--- src/rtl/bfloat16_divider_if.sv ---
// Handshake and data bundle for the sequential bfloat16 divider.
// The master side supplies operands and consumes results; the slave side is the divider.
interface bfloat16_divider_if;
    logic        in_valid;
    logic        in_ready;
    logic [15:0] num1;
    logic [15:0] num2;
    logic        out_valid;
    logic        out_ready;
    logic [15:0] result;
    logic        is_NaN;
    logic        is_infinity;
    logic        is_zero;
    logic        div_by_zero;

    modport master (
        output in_valid, num1, num2, out_ready,
        input  in_ready, out_valid, result, is_NaN, is_infinity, is_zero, div_by_zero
    );

    modport slave (
        input  in_valid, num1, num2, out_ready,
        output in_ready, out_valid, result, is_NaN, is_infinity, is_zero, div_by_zero
    );
endinterface

--- src/rtl/bfloat16_divider.sv ---
// Sequential bfloat16 divider: FTZ, truncating, canonical NaN, one restoring
// quotient bit per cycle, valid/ready on both sides, one operation in flight.
module bfloat16_divider #(
    parameter logic [15:0] CANON_NAN = 16'h7FC0
) (
    input  logic               clk,
    input  logic               rst,
    bfloat16_divider_if.slave  bus
);

    typedef enum logic [1:0] {
        S_IDLE = 2'd0,
        S_DIV  = 2'd1,
        S_NORM = 2'd2,
        S_DONE = 2'd3
    } state_t;

    state_t             r_state;
    state_t             w_state_next;

    logic [8:0]         r_rem;
    logic [7:0]         r_div;
    logic [8:0]         r_quo;
    logic [3:0]         r_cnt;
    logic               r_sign;
    logic signed [9:0]  r_exp_base;
    logic [15:0]        r_result;
    logic [3:0]         r_flags;

    logic [7:0]         w_e1;
    logic [7:0]         w_e2;
    logic [6:0]         w_f1;
    logic [6:0]         w_f2;
    logic               w_nan1;
    logic               w_nan2;
    logic               w_inf1;
    logic               w_inf2;
    logic               w_zero1;
    logic               w_zero2;
    logic               w_sign;
    logic               w_accept;
    logic               w_special;
    logic [15:0]        w_spec_result;
    logic [3:0]         w_spec_flags;
    logic               w_ge;
    logic [8:0]         w_rem_sub;
    logic signed [9:0]  w_exp_norm;
    logic [6:0]         w_frac_norm;
    logic [15:0]        w_norm_result;
    logic [3:0]         w_norm_flags;

    assign w_e1    = bus.num1[14:7];
    assign w_e2    = bus.num2[14:7];
    assign w_f1    = bus.num1[6:0];
    assign w_f2    = bus.num2[6:0];
    assign w_nan1  = (w_e1 == 8'hFF) && (w_f1 != 7'd0);
    assign w_nan2  = (w_e2 == 8'hFF) && (w_f2 != 7'd0);
    assign w_inf1  = (w_e1 == 8'hFF) && (w_f1 == 7'd0);
    assign w_inf2  = (w_e2 == 8'hFF) && (w_f2 == 7'd0);
    assign w_zero1 = (w_e1 == 8'h00);
    assign w_zero2 = (w_e2 == 8'h00);
    assign w_sign  = bus.num1[15] ^ bus.num2[15];
    assign w_accept = bus.in_valid && (r_state == S_IDLE);

    // Special-operand resolution; flags are ordered {nan, inf, zero, div_by_zero}.
    always_comb begin
        w_special     = 1'b1;
        w_spec_result = CANON_NAN;
        w_spec_flags  = 4'b1000;
        if (w_nan1 || w_nan2 || (w_zero1 && w_zero2) || (w_inf1 && w_inf2)) begin
            w_spec_result = CANON_NAN;
            w_spec_flags  = 4'b1000;
        end else if (w_inf1) begin
            w_spec_result = {w_sign, 8'hFF, 7'h00};
            w_spec_flags  = 4'b0100;
        end else if (w_zero2) begin
            w_spec_result = {w_sign, 8'hFF, 7'h00};
            w_spec_flags  = 4'b0101;
        end else if (w_zero1 || w_inf2) begin
            w_spec_result = {w_sign, 8'h00, 7'h00};
            w_spec_flags  = 4'b0010;
        end else begin
            w_special     = 1'b0;
            w_spec_result = 16'h0000;
            w_spec_flags  = 4'b0000;
        end
    end

    // One restoring step: subtract when the partial remainder covers the divisor.
    always_comb begin
        w_ge      = (r_rem >= {1'b0, r_div});
        w_rem_sub = r_rem;
        if (w_ge) begin
            w_rem_sub = r_rem - {1'b0, r_div};
        end else begin
            w_rem_sub = r_rem;
        end
    end

    // Normalisation of the 9-bit quotient plus exponent range handling.
    always_comb begin
        w_exp_norm    = r_exp_base + (r_quo[8] ? 10'sd1 : 10'sd0);
        w_frac_norm   = r_quo[8] ? r_quo[7:1] : r_quo[6:0];
        w_norm_result = 16'h0000;
        w_norm_flags  = 4'b0000;
        if (w_exp_norm > 10'sd254) begin
            w_norm_result = {r_sign, 8'hFF, 7'h00};
            w_norm_flags  = 4'b0100;
        end else if (w_exp_norm < 10'sd1) begin
            w_norm_result = {r_sign, 8'h00, 7'h00};
            w_norm_flags  = 4'b0010;
        end else begin
            w_norm_result = {r_sign, w_exp_norm[7:0], w_frac_norm};
            w_norm_flags  = 4'b0000;
        end
    end

    // Control state register.
    always_ff @(posedge clk or posedge rst) begin
        if (rst) begin
            r_state <= S_IDLE;
        end else begin
            r_state <= w_state_next;
        end
    end

    // Next-state logic; a result handed off in DONE never overlaps a new accept.
    always_comb begin
        w_state_next = r_state;
        case (r_state)
            S_IDLE: begin
                if (w_accept) begin
                    w_state_next = w_special ? S_DONE : S_DIV;
                end else begin
                    w_state_next = S_IDLE;
                end
            end
            S_DIV: begin
                if (r_cnt == 4'd0) begin
                    w_state_next = S_NORM;
                end else begin
                    w_state_next = S_DIV;
                end
            end
            S_NORM: w_state_next = S_DONE;
            S_DONE: begin
                if (bus.out_ready) begin
                    w_state_next = S_IDLE;
                end else begin
                    w_state_next = S_DONE;
                end
            end
            default: w_state_next = S_IDLE;
        endcase
    end

    // Datapath: operand capture, iterative division and result registration.
    always_ff @(posedge clk or posedge rst) begin
        if (rst) begin
            r_rem      <= 9'd0;
            r_div      <= 8'd0;
            r_quo      <= 9'd0;
            r_cnt      <= 4'd0;
            r_sign     <= 1'b0;
            r_exp_base <= 10'sd0;
            r_result   <= 16'h0000;
            r_flags    <= 4'b0000;
        end else begin
            case (r_state)
                S_IDLE: begin
                    if (w_accept) begin
                        r_sign     <= w_sign;
                        r_rem      <= {2'b01, w_f1};
                        r_div      <= {1'b1, w_f2};
                        r_quo      <= 9'd0;
                        r_cnt      <= 4'd8;
                        r_exp_base <= $signed({2'b00, w_e1}) - $signed({2'b00, w_e2}) + 10'sd126;
                        if (w_special) begin
                            r_result <= w_spec_result;
                            r_flags  <= w_spec_flags;
                        end
                    end
                end
                S_DIV: begin
                    // Quotient bits arrive MSB first, so shifting in equals setting Q[cnt].
                    r_rem <= {w_rem_sub[7:0], 1'b0};
                    r_quo <= {r_quo[7:0], w_ge};
                    if (r_cnt != 4'd0) begin
                        r_cnt <= r_cnt - 4'd1;
                    end
                end
                S_NORM: begin
                    r_result <= w_norm_result;
                    r_flags  <= w_norm_flags;
                end
                S_DONE: begin
                    r_result <= r_result;
                end
                default: begin
                    r_cnt <= 4'd0;
                end
            endcase
        end
    end

    assign bus.in_ready    = (r_state == S_IDLE);
    assign bus.out_valid   = (r_state == S_DONE);
    assign bus.result      = r_result;
    assign bus.is_NaN      = r_flags[3];
    assign bus.is_infinity = r_flags[2];
    assign bus.is_zero     = r_flags[1];
    assign bus.div_by_zero = r_flags[0];

endmodule
--- src/flat_wrapper.sv ---
// flat-port wrapper written by rule: the top's interface ports become plain ports
module bfloat16_divider_flat 
#(
    parameter logic [15:0] CANON_NAN = 16'h7FC0
)
  (clk, rst, bus_in_valid, bus_num1, bus_num2, bus_out_ready, bus_in_ready, bus_out_valid, bus_result, bus_is_NaN, bus_is_infinity, bus_is_zero, bus_div_by_zero);
  bfloat16_divider_if bus_i ();
  input  logic clk;
  input  logic rst;
  input wire logic [$bits(bus_i.in_valid)-1:0] bus_in_valid;
  input wire logic [$bits(bus_i.num1)-1:0] bus_num1;
  input wire logic [$bits(bus_i.num2)-1:0] bus_num2;
  input wire logic [$bits(bus_i.out_ready)-1:0] bus_out_ready;
  output wire logic [$bits(bus_i.in_ready)-1:0] bus_in_ready;
  output wire logic [$bits(bus_i.out_valid)-1:0] bus_out_valid;
  output wire logic [$bits(bus_i.result)-1:0] bus_result;
  output wire logic [$bits(bus_i.is_NaN)-1:0] bus_is_NaN;
  output wire logic [$bits(bus_i.is_infinity)-1:0] bus_is_infinity;
  output wire logic [$bits(bus_i.is_zero)-1:0] bus_is_zero;
  output wire logic [$bits(bus_i.div_by_zero)-1:0] bus_div_by_zero;
  assign bus_i.in_valid = bus_in_valid;
  assign bus_i.num1 = bus_num1;
  assign bus_i.num2 = bus_num2;
  assign bus_i.out_ready = bus_out_ready;
  assign bus_in_ready = bus_i.in_ready;
  assign bus_out_valid = bus_i.out_valid;
  assign bus_result = bus_i.result;
  assign bus_is_NaN = bus_i.is_NaN;
  assign bus_is_infinity = bus_i.is_infinity;
  assign bus_is_zero = bus_i.is_zero;
  assign bus_div_by_zero = bus_i.div_by_zero;
  bfloat16_divider #(.CANON_NAN(CANON_NAN)) u_core (.clk(clk), .rst(rst), .bus(bus_i));
endmodule
--- config.mk ---
export PLATFORM = sky130hd
export DESIGN_NAME = bfloat16_divider_flat
export DESIGN_NICKNAME = d
export VERILOG_FILES = /design/src/rtl/bfloat16_divider_if.sv /design/src/rtl/bfloat16_divider.sv /design/src/flat_wrapper.sv
export SDC_FILE = /design/constraint.sdc
export NUM_CORES = 1
export LEC_CHECK = 0
export BUFFER_PORTS_ARGS = -buffer_cell sky130_fd_sc_hd__clkbuf_2
export CAP_MARGIN = 40
export CELL_PAD_IN_SITES_DETAIL_PLACEMENT = 1
export CELL_PAD_IN_SITES_GLOBAL_PLACEMENT = 2
export CORE_MARGIN = 2
export CORE_UTILIZATION = 32
export DETAILED_ROUTE_END_ITERATION = 8
export GPL_ROUTABILITY_DRIVEN = 0
export GPL_TIMING_DRIVEN = 0
export PLACE_DENSITY = 0.76
export SLEW_MARGIN = 0
export SYNTH_ARGS = -nofsm -noshare
export SYNTH_HDL_FRONTEND = slang
export SYNTH_SLANG_ARGS = --single-unit
--- constraint.sdc ---
create_clock -name clk -period 2.3 [get_ports clk]
set_input_delay 0.345 -clock clk [delete_from_list [all_inputs] [get_ports clk]]
set_output_delay 0.345 -clock clk [all_outputs]
set_load 0.01 [all_outputs]
==> key figures, run 1 <==
Drt
  • WL final: 11000 um
  • DR DRC count: 0
  • Final antenna-violating net count: 0
  • WL/cell: 15.8 um
  • Vias per cell: 5.00
  • Starting DRT DRC Count: 88
  • Routed vias: 3483
  • DRT Pass-1 Iters: 4

Clock tree
  • H-tree depth: 3
  • Clk buf depth: 2
  • CTS Hold Bufs: 0
  • Root Driver: clkbuf_16
  • Reg clk slew, reported paths: 0.05 ns
  • TritonCTS sink count: 63
  • Clock latency on the worst-skew pair: 0.34 ns
  • CTS buffer count: 9
  • CTS tree: yes

Job
  • Maxcap violations: 0

Synth
  • Synth async-reset ratio: 1.00
  • Yosys warning total: 0
  • Most frequent cell after synthesis: dfrtp_1
  • Post-synth cell types: 62
  • Most area-consuming cells after synthesis: dfrtp_1 (39%), ha_1 (6.5%), nand2_1 (5.1%)
  • Yosys reg bits: 63
  • Most frequent cells after synthesis: dfrtp_1 (63), nand2_1 (55), o21ai_0 (36), nor2_1 (35), inv_1 (29)
  • Main synth FF type: dfrtp_1
  • Syn Area/Cell: 9.11 um^2
  • Post-synth EDFFs: 0
  • Synth area leader: dfrtp_1
  • Top-area cell type share of the netlist area: 0.389
  • Mapped Cells: 445
  • Post-synthesis sequential area ratio: 0.389
  • Cell area after synthesis: 4050 um^2
  • Syn nets: 504

Worst setup path
  • Worst reg2reg path depth: 8
  • R2r endpoint: u_core.r_rem[1]
  • CP peak stage delay: 0.41 ns
  • RR Startpoint: u_core.r_rem[1]
  • Reg2Reg Setup Slack: 0.1 ns
  • Critical path class: register to register
  • WP data arrival: 2.45 ns
  • Critical path capture point type: register
  • Crit path cell chain: ha_4 -> nor2b_4 -> o211ai_1 -> a21oi_2 -> nor4b_4 -> o21ai_4 -> mux2_2 -> o221ai_1
  • CP required: 2.55 ns
  • Crit start category: register
  • Critical Path Fanout Max: 7
  • Slowest-stage cell, CP: dfrtp_1

Final layout
  • Fin nets: 580
  • Area of the multi-input gates: 2380 um^2
  • Fraction of layout cells with a size suffix above 1: 0.229
  • Sequential cell area: 1580 um^2
  • # fillers: 1514
  • Antenna Cells: 0
  • Syn-to-layout area delta: 23.5%

Placed design
  • Port Buffer Count: 57
  • Place WS: -0.342 ns
  • DPL Wire Length: 8490 um

Power and ir drop
  • Sw Share: 0.405
  • Peak VDD IR: 0.410 mV
  • Switch Pwr: 2720 uW
  • Cell Int Power: 4000 uW
  • Fraction of power consumed by combinational cells: 0.511
  • Clock share of power: 0.192
  • Flop pwr share: 0.298
  • Static Leak: 0.00223 uW
  • PwrDens: 1340 nW/um^2

STA
  • Worst-margin pin slew: 0.800 ns
  • Period minus WS final: 2.20 ns
  • Worst setup margin: 0.0963 ns
  • Slew headroom: 0.461
  • Final period util: 0.958
  • Max Freq: 454 MHz
  • Min Hold Slack: 0.139 ns
  • Final Hold Vio Count: 0
  • # setup viols final: 0
  • Final slew viol count: 0
  • Clock skew: 0.00743 ns

Die
  • Starting density of the core: 0.324
  • Height of the chip: 117 um
  • Die ar.: 13600 um^2
  • Core ar.: 12500 um^2
  • IO Pins: 58
  • Num rows: 41
  • Chip width: 117 um

Status
  • Status: finished, final reports clean

GRT
  • First-pass GRT wire length: 17800 um
  • Largest net degree at the start of global routing: 37
  • Antenna violations before repair: 0
  • Total GRT Usage: 0.171
  • Vias in the first global route: 3508
  • GRT overflow: 0

Worst hold path
  • Hold Path Class: primary input to asynchronous set/reset pin
[logic make-up (layout without fill, tap and decap cells)]
family | after synthesis | after routing | share of synthesized area
DFF | 63 | 63 | 0.389
AOI/OAI and AO/OA | 120 | 120 | 0.207
muxes | 15 | 15 | 0.0377
buffers and inverters | 44 | 124 | 0.0435
xor gates and xnor gates | 25 | 25 | 0.0540
adders and majority gates | 23 | 23 | 0.0747
and+or+nand+nor | 155 | 155 | 0.194
[worst max-delay path: cells and delay by family, from the launching register on]
family                     cells  cell delay, ns
and+or+nand+nor                2            0.22
DFF                            1            0.41
AOI/OAI and AO/OA              4            0.81
muxes                          1            0.37
adders and majority gates      1            0.29
[metal layers]
layer  global-route usage  wire, um
met5                    0         0
met4               0.0635       178
met1                0.233      5460
met3               0.0337       277
met2                0.269      5110
[final cells by class]
type / instances / area share
clock buffers: 15 / 0.0555
well taps: 172 / 0.0430
flip-flops and latches: 63 / 0.315
plain buffers: 15 / 0.0147
repair buffers: 65 / 0.0740
inverters: 29 / 0.0217
multi-input cells: 338 / 0.476
[power groups by stage]
stage | registers, uW | logic (uW) | clock network, uW
after floorplan | 1970 | 2250 | 0
after global placement | 1980 | 2990 | 0
after detailed placement | 2010 | 3100 | 0
after CTS | 1990 | 3320 | 1330
after global routing | 2070 | 3860 | 1370
final | 2000 | 3430 | 1290
[through the flow]
stage	cells	total power, uW	instance area, um^2	setup TNS, ns	util
2_1_floorplan	445	4220	4050	0	-
3_3_place_gp	674	4970	4550	-30.68	0.364
3_5_place_dp	675	5110	4570	-1.98	0.365
4_1_cts	693	6640	4910	0	0.393
5_1_grt	697	7300	5010	-0.0309	0.400
6_report	697	6720	5010	0	0.400
[placed cells by master (no fill, tap or decap), types with 4 or more instances in the layout]
master	instances
a21o_1	4
a21oi_1	20
a21oi_2	9
a22o_1	10
a31oi_1	4
and2_1	7
buf_4	6
clkbuf_1	13
clkbuf_16	9
clkbuf_2	57
dfrtp_1	63
ha_1	19
inv_1	27
mux2i_1	13
nand2_1	55
nand2b_1	9
nand3_1	7
nand4_1	9
nor2_1	35
nor2b_1	4
nor3_1	5
o21ai_0	29
o21ai_1	8
or3_1	4
xnor2_1	16
xor2_1	7
[sequential cells by signal, indices dropped and copies added, names as in the netlist]
name,count
u_core.r_state,2
u_core.r_cnt,4
u_core.r_sign,1
u_core.r_flags,4
u_core.r_exp_base,10
u_core.bus.result,16
u_core.r_quo,9
u_core.r_rem,9
u_core.r_div,8
[worst max path at each step]
stage	to	cells past startpoint	startpoint	slack (ns)
finish	u_core.r_rem[1]	8	u_core.r_rem[1]	0.1
global route	u_core.r_rem[2]	9	u_core.r_div[1]	-0.02
CTS	u_core.bus.result[11]	11	u_core.r_exp_base[0]	0.007
detailed placement	u_core.r_exp_base[9]	12	bus_num1[7]	-0.34
global placement	u_core.r_div[4]	2	rst	-0.47
floorplan	u_core.r_exp_base[9]	11	bus_num1[7]	0.01
[what timing repair did]
| action | CTS | global route |
|---|---|---|
| pin swaps | 3 | 12 |
| gates resized for setup | 4 | 21 |
| buffers inserted | 3 | 4 |
| endpoints found under the setup margin | 13 | 25 |
| endpoints found under the hold margin | 0 | 0 |
Power figures use the tool's default switching activity.
==> inputs of run 2 (changes only) <==
--- a/config.mk
+++ b/config.mk
@@ -7,2 +7,3 @@
 export LEC_CHECK = 0
+export ABC_AREA = 1
 export BUFFER_PORTS_ARGS = -buffer_cell sky130_fd_sc_hd__clkbuf_2
@@ -11,4 +12,3 @@
 export CELL_PAD_IN_SITES_GLOBAL_PLACEMENT = 2
-export CORE_MARGIN = 2
-export CORE_UTILIZATION = 32
+export CORE_UTILIZATION = 29
 export DETAILED_ROUTE_END_ITERATION = 8
--- a/constraint.sdc
+++ b/constraint.sdc
@@ -3,2 +3,2 @@
 set_output_delay 0.345 -clock clk [all_outputs]
-set_load 0.01 [all_outputs]
+set_load 0.1 [all_outputs]
==> key figures, run 2 <==
Drt
  • DRT Pass-1 Iters: 8
  • WL final: 12300 um
  • Final antenna-violating net count: 0
  • DR DRC count: 4
  • WL/cell: 13.8 um
  • Starting DRT DRC Count: 201
  • Vias per cell: 4.72
  • Routed vias: 4223

STA
  • Period minus WS final: 2.12 ns
  • Final slew viol count: 0
  • Setup TNS Final: 0 ns
  • Clock skew: 0.00846 ns
  • # setup viols final: 0
  • Slew headroom: 0.484
  • Worst-margin pin slew: 0.773 ns
  • Final period util: 0.921
  • Max Freq: 472 MHz
  • Final Hold Vio Count: 0

GRT
  • Vias in the first global route: 4420
  • Global route hottest layer: met2
  • GR Layer Usage met3: 0.0329
  • Total GRT Usage: 0.168
  • GRT overflow: 0
  • Largest net degree at the start of global routing: 36
  • First-pass GRT wire length: 21200 um
  • Antenna violations before repair: 0
  • Met2 usage: 0.283
  • Grt met1 use: 0.216

Final layout
  • Syn-to-layout area delta: 20.6%
  • Max FFs per register: 16
  • Antenna Cells: 0
  • Fraction of layout cells with a size suffix above 1: 0.169
  • Most frequent cells in the layout: nand2_1 (175), inv_1 (87), nor2_1 (75), dfrtp_1 (62), nand3_1 (58)
  • Fin nets: 764
  • Design area: 5310 um^2
  • Commonest non-fill, non-tap cell in the layout: nand2_1
  • Layout Cells excl Fill: 894

Clock tree
  • TritonCTS sink count: 63
  • Clk buf depth: 2
  • Reg clk slew, reported paths: 0.06 ns
  • CTS buffer count: 9
  • Clock latency on the worst-skew pair: 0.34 ns
  • CTS tree: yes
  • H-tree depth: 3
  • CTS Hold Bufs: 0
  • Root Driver: clkbuf_16

Worst hold path
  • Hold Path Class: primary input to asynchronous set/reset pin

Synth
  • Top-area cell type share of the netlist area: 0.358
  • Post-synth EDFFs: 0
  • Yosys warning total: 0
  • Post-synthesis sequential area ratio: 0.358
  • Mapped Cells: 632
  • Synth area leader: dfrtp_1
  • Most frequent cells after synthesis: nand2_1 (175), inv_1 (88), nor2_1 (75), dfrtp_1 (63), nand3_1 (58)
  • Synth async-reset ratio: 1.00
  • Syn Area/Cell: 6.96 um^2
  • Main synth FF type: dfrtp_1
  • Post-synth cell types: 37
  • Most area-consuming cells after synthesis: dfrtp_1 (36%), nand2_1 (15%), inv_1 (7.5%)
  • Most frequent cell after synthesis: nand2_1
  • Yosys reg bits: 63
  • Cell area after synthesis: 4400 um^2
  • Syn nets: 691

Die
  • Chip width: 125 um
  • Core ar.: 14600 um^2
  • Die ar.: 15700 um^2
  • Num rows: 44
  • IO Pins: 58
  • Height of the chip: 125 um
  • Starting density of the core: 0.300

Worst setup path
  • CP peak stage delay: 0.41 ns
  • Crit path cell chain: ha_1 -> nand2_1 -> nand2_1 -> nand2_1 -> nand3_1 -> nand4_1 -> nand2_4 -> inv_2 -> nand2_1 -> nand3_1 -> o21ai_0 -> inv_1
  • CP dominant cell by count: nand2_1
  • Critical path capture point type: register
  • WP data arrival: 2.34 ns
  • Slowest-stage cell, CP: ha_1
  • Top cell family by delay on the critical path: simple AND/OR/NAND/NOR gates
  • Critical path class: register to register
  • CP required: 2.52 ns
  • Crit start category: register
  • Critical Path Fanout Max: 10
  • Buf+Inv Stages, Crit Path: 2

Placed design
  • Post-placement cell area: 4940 um^2
  • DPL Wire Length: 9790 um
  • Port Buffer Count: 57
  • # placed instances: 874

Power and ir drop
  • PwrDens: 1510 nW/um^2
  • Peak VDD IR: 0.858 mV
  • Design Power: 8020 uW
  • Static Leak: 0.00276 uW

Status
  • Violated checks: design-rule violations
  • Status: finished with violations

Job
  • Maxcap violations: 0
-- run 2: cell types whose count changed in the layout (fill, tap and decap cells not counted), sizes merged, moves of 10 or more --
cell	change
nand3	+54
xnor2	-18
mux2i	-13
nor2	+52
a21oi	-12
clkbuf	-10
a22o	-10
nand2	+125
inv	+66
-- run 2: layer usage --
| layer | vias to the layer above | part of all wire |
|---|---|---|
| met5 | - | 0 |
| met4 | 0 | 0.018 |
| met3 | 15 | 0.033 |
| met2 | 79 | 0.46 |
| met1 | 1966 | 0.49 |
| li1 | 2163 | - |
-- run 2: per-stage QoR --
step / util / hold slack [ns] / worst slack, ns
detailed placement: 0.337 / 0.465 / -0.0735
finish: 0.362 / 0.133 / 0.181
global placement: 0.336 / 0.464 / -0.479
global route: 0.362 / 0.208 / -0.0121
CTS: 0.358 / 0.161 / 0.0455
floorplan: - / 0.426 / 0.189
-- run 2: timing repair --
| action | in CTS | in global routing |
|---|---|---|
| buffers inserted | 0 | 4 |
| pin swaps | 0 | 1 |
| gates resized for setup | 2 | 4 |
| endpoints found under the setup margin | 14 | 23 |
-- run 2: layout make-up --
class	instances	area (um^2)
clock inverter	6	68.8
clock buffer	10	239
tap	184	230
sequential	63	1580
multi-input combinational	464	2440
inverter	94	353
buffer	11	60.1
fill	1870	9340
timing repair buffer	62	335
-- run 2: final timing paths --
check | startpoint | endpoint | slack (ns) | cells after the start
worst max-delay path | u_core.r_rem[2] | u_core.r_rem[7] | 0.18 | 12
worst min-delay path | rst | u_core.bus.result[3] | 0.13 | 2
worst max register to register | u_core.r_rem[2] | u_core.r_rem[7] | 0.18 | 12
worst min register to register | u_core.r_div[7] | u_core.r_div[7] | 0.47 | 2
max in group asynchronous | rst | u_core.r_exp_base[6] | 1.53 | 3
min in group clk | bus_num2[4] | u_core.r_div[4] | 0.24 | 3
-- run 2: kinds of logic after synthesis --
kind of cell / count (synthesis) / synth area share
xor+xnor: 12 / 0.0281
fa+ha+maj: 23 / 0.0688
compound gates: 77 / 0.0964
simple gates: 352 / 0.355
buf+inv: 105 / 0.0938
flops: 63 / 0.358
-- run 2: where the power goes --
group	switching [uW]	total, uW	internal (uW)
combinational	3310	4620	1310
sequential	383	2000	1610
clock	534	1410	873
total	4220	8020	3800
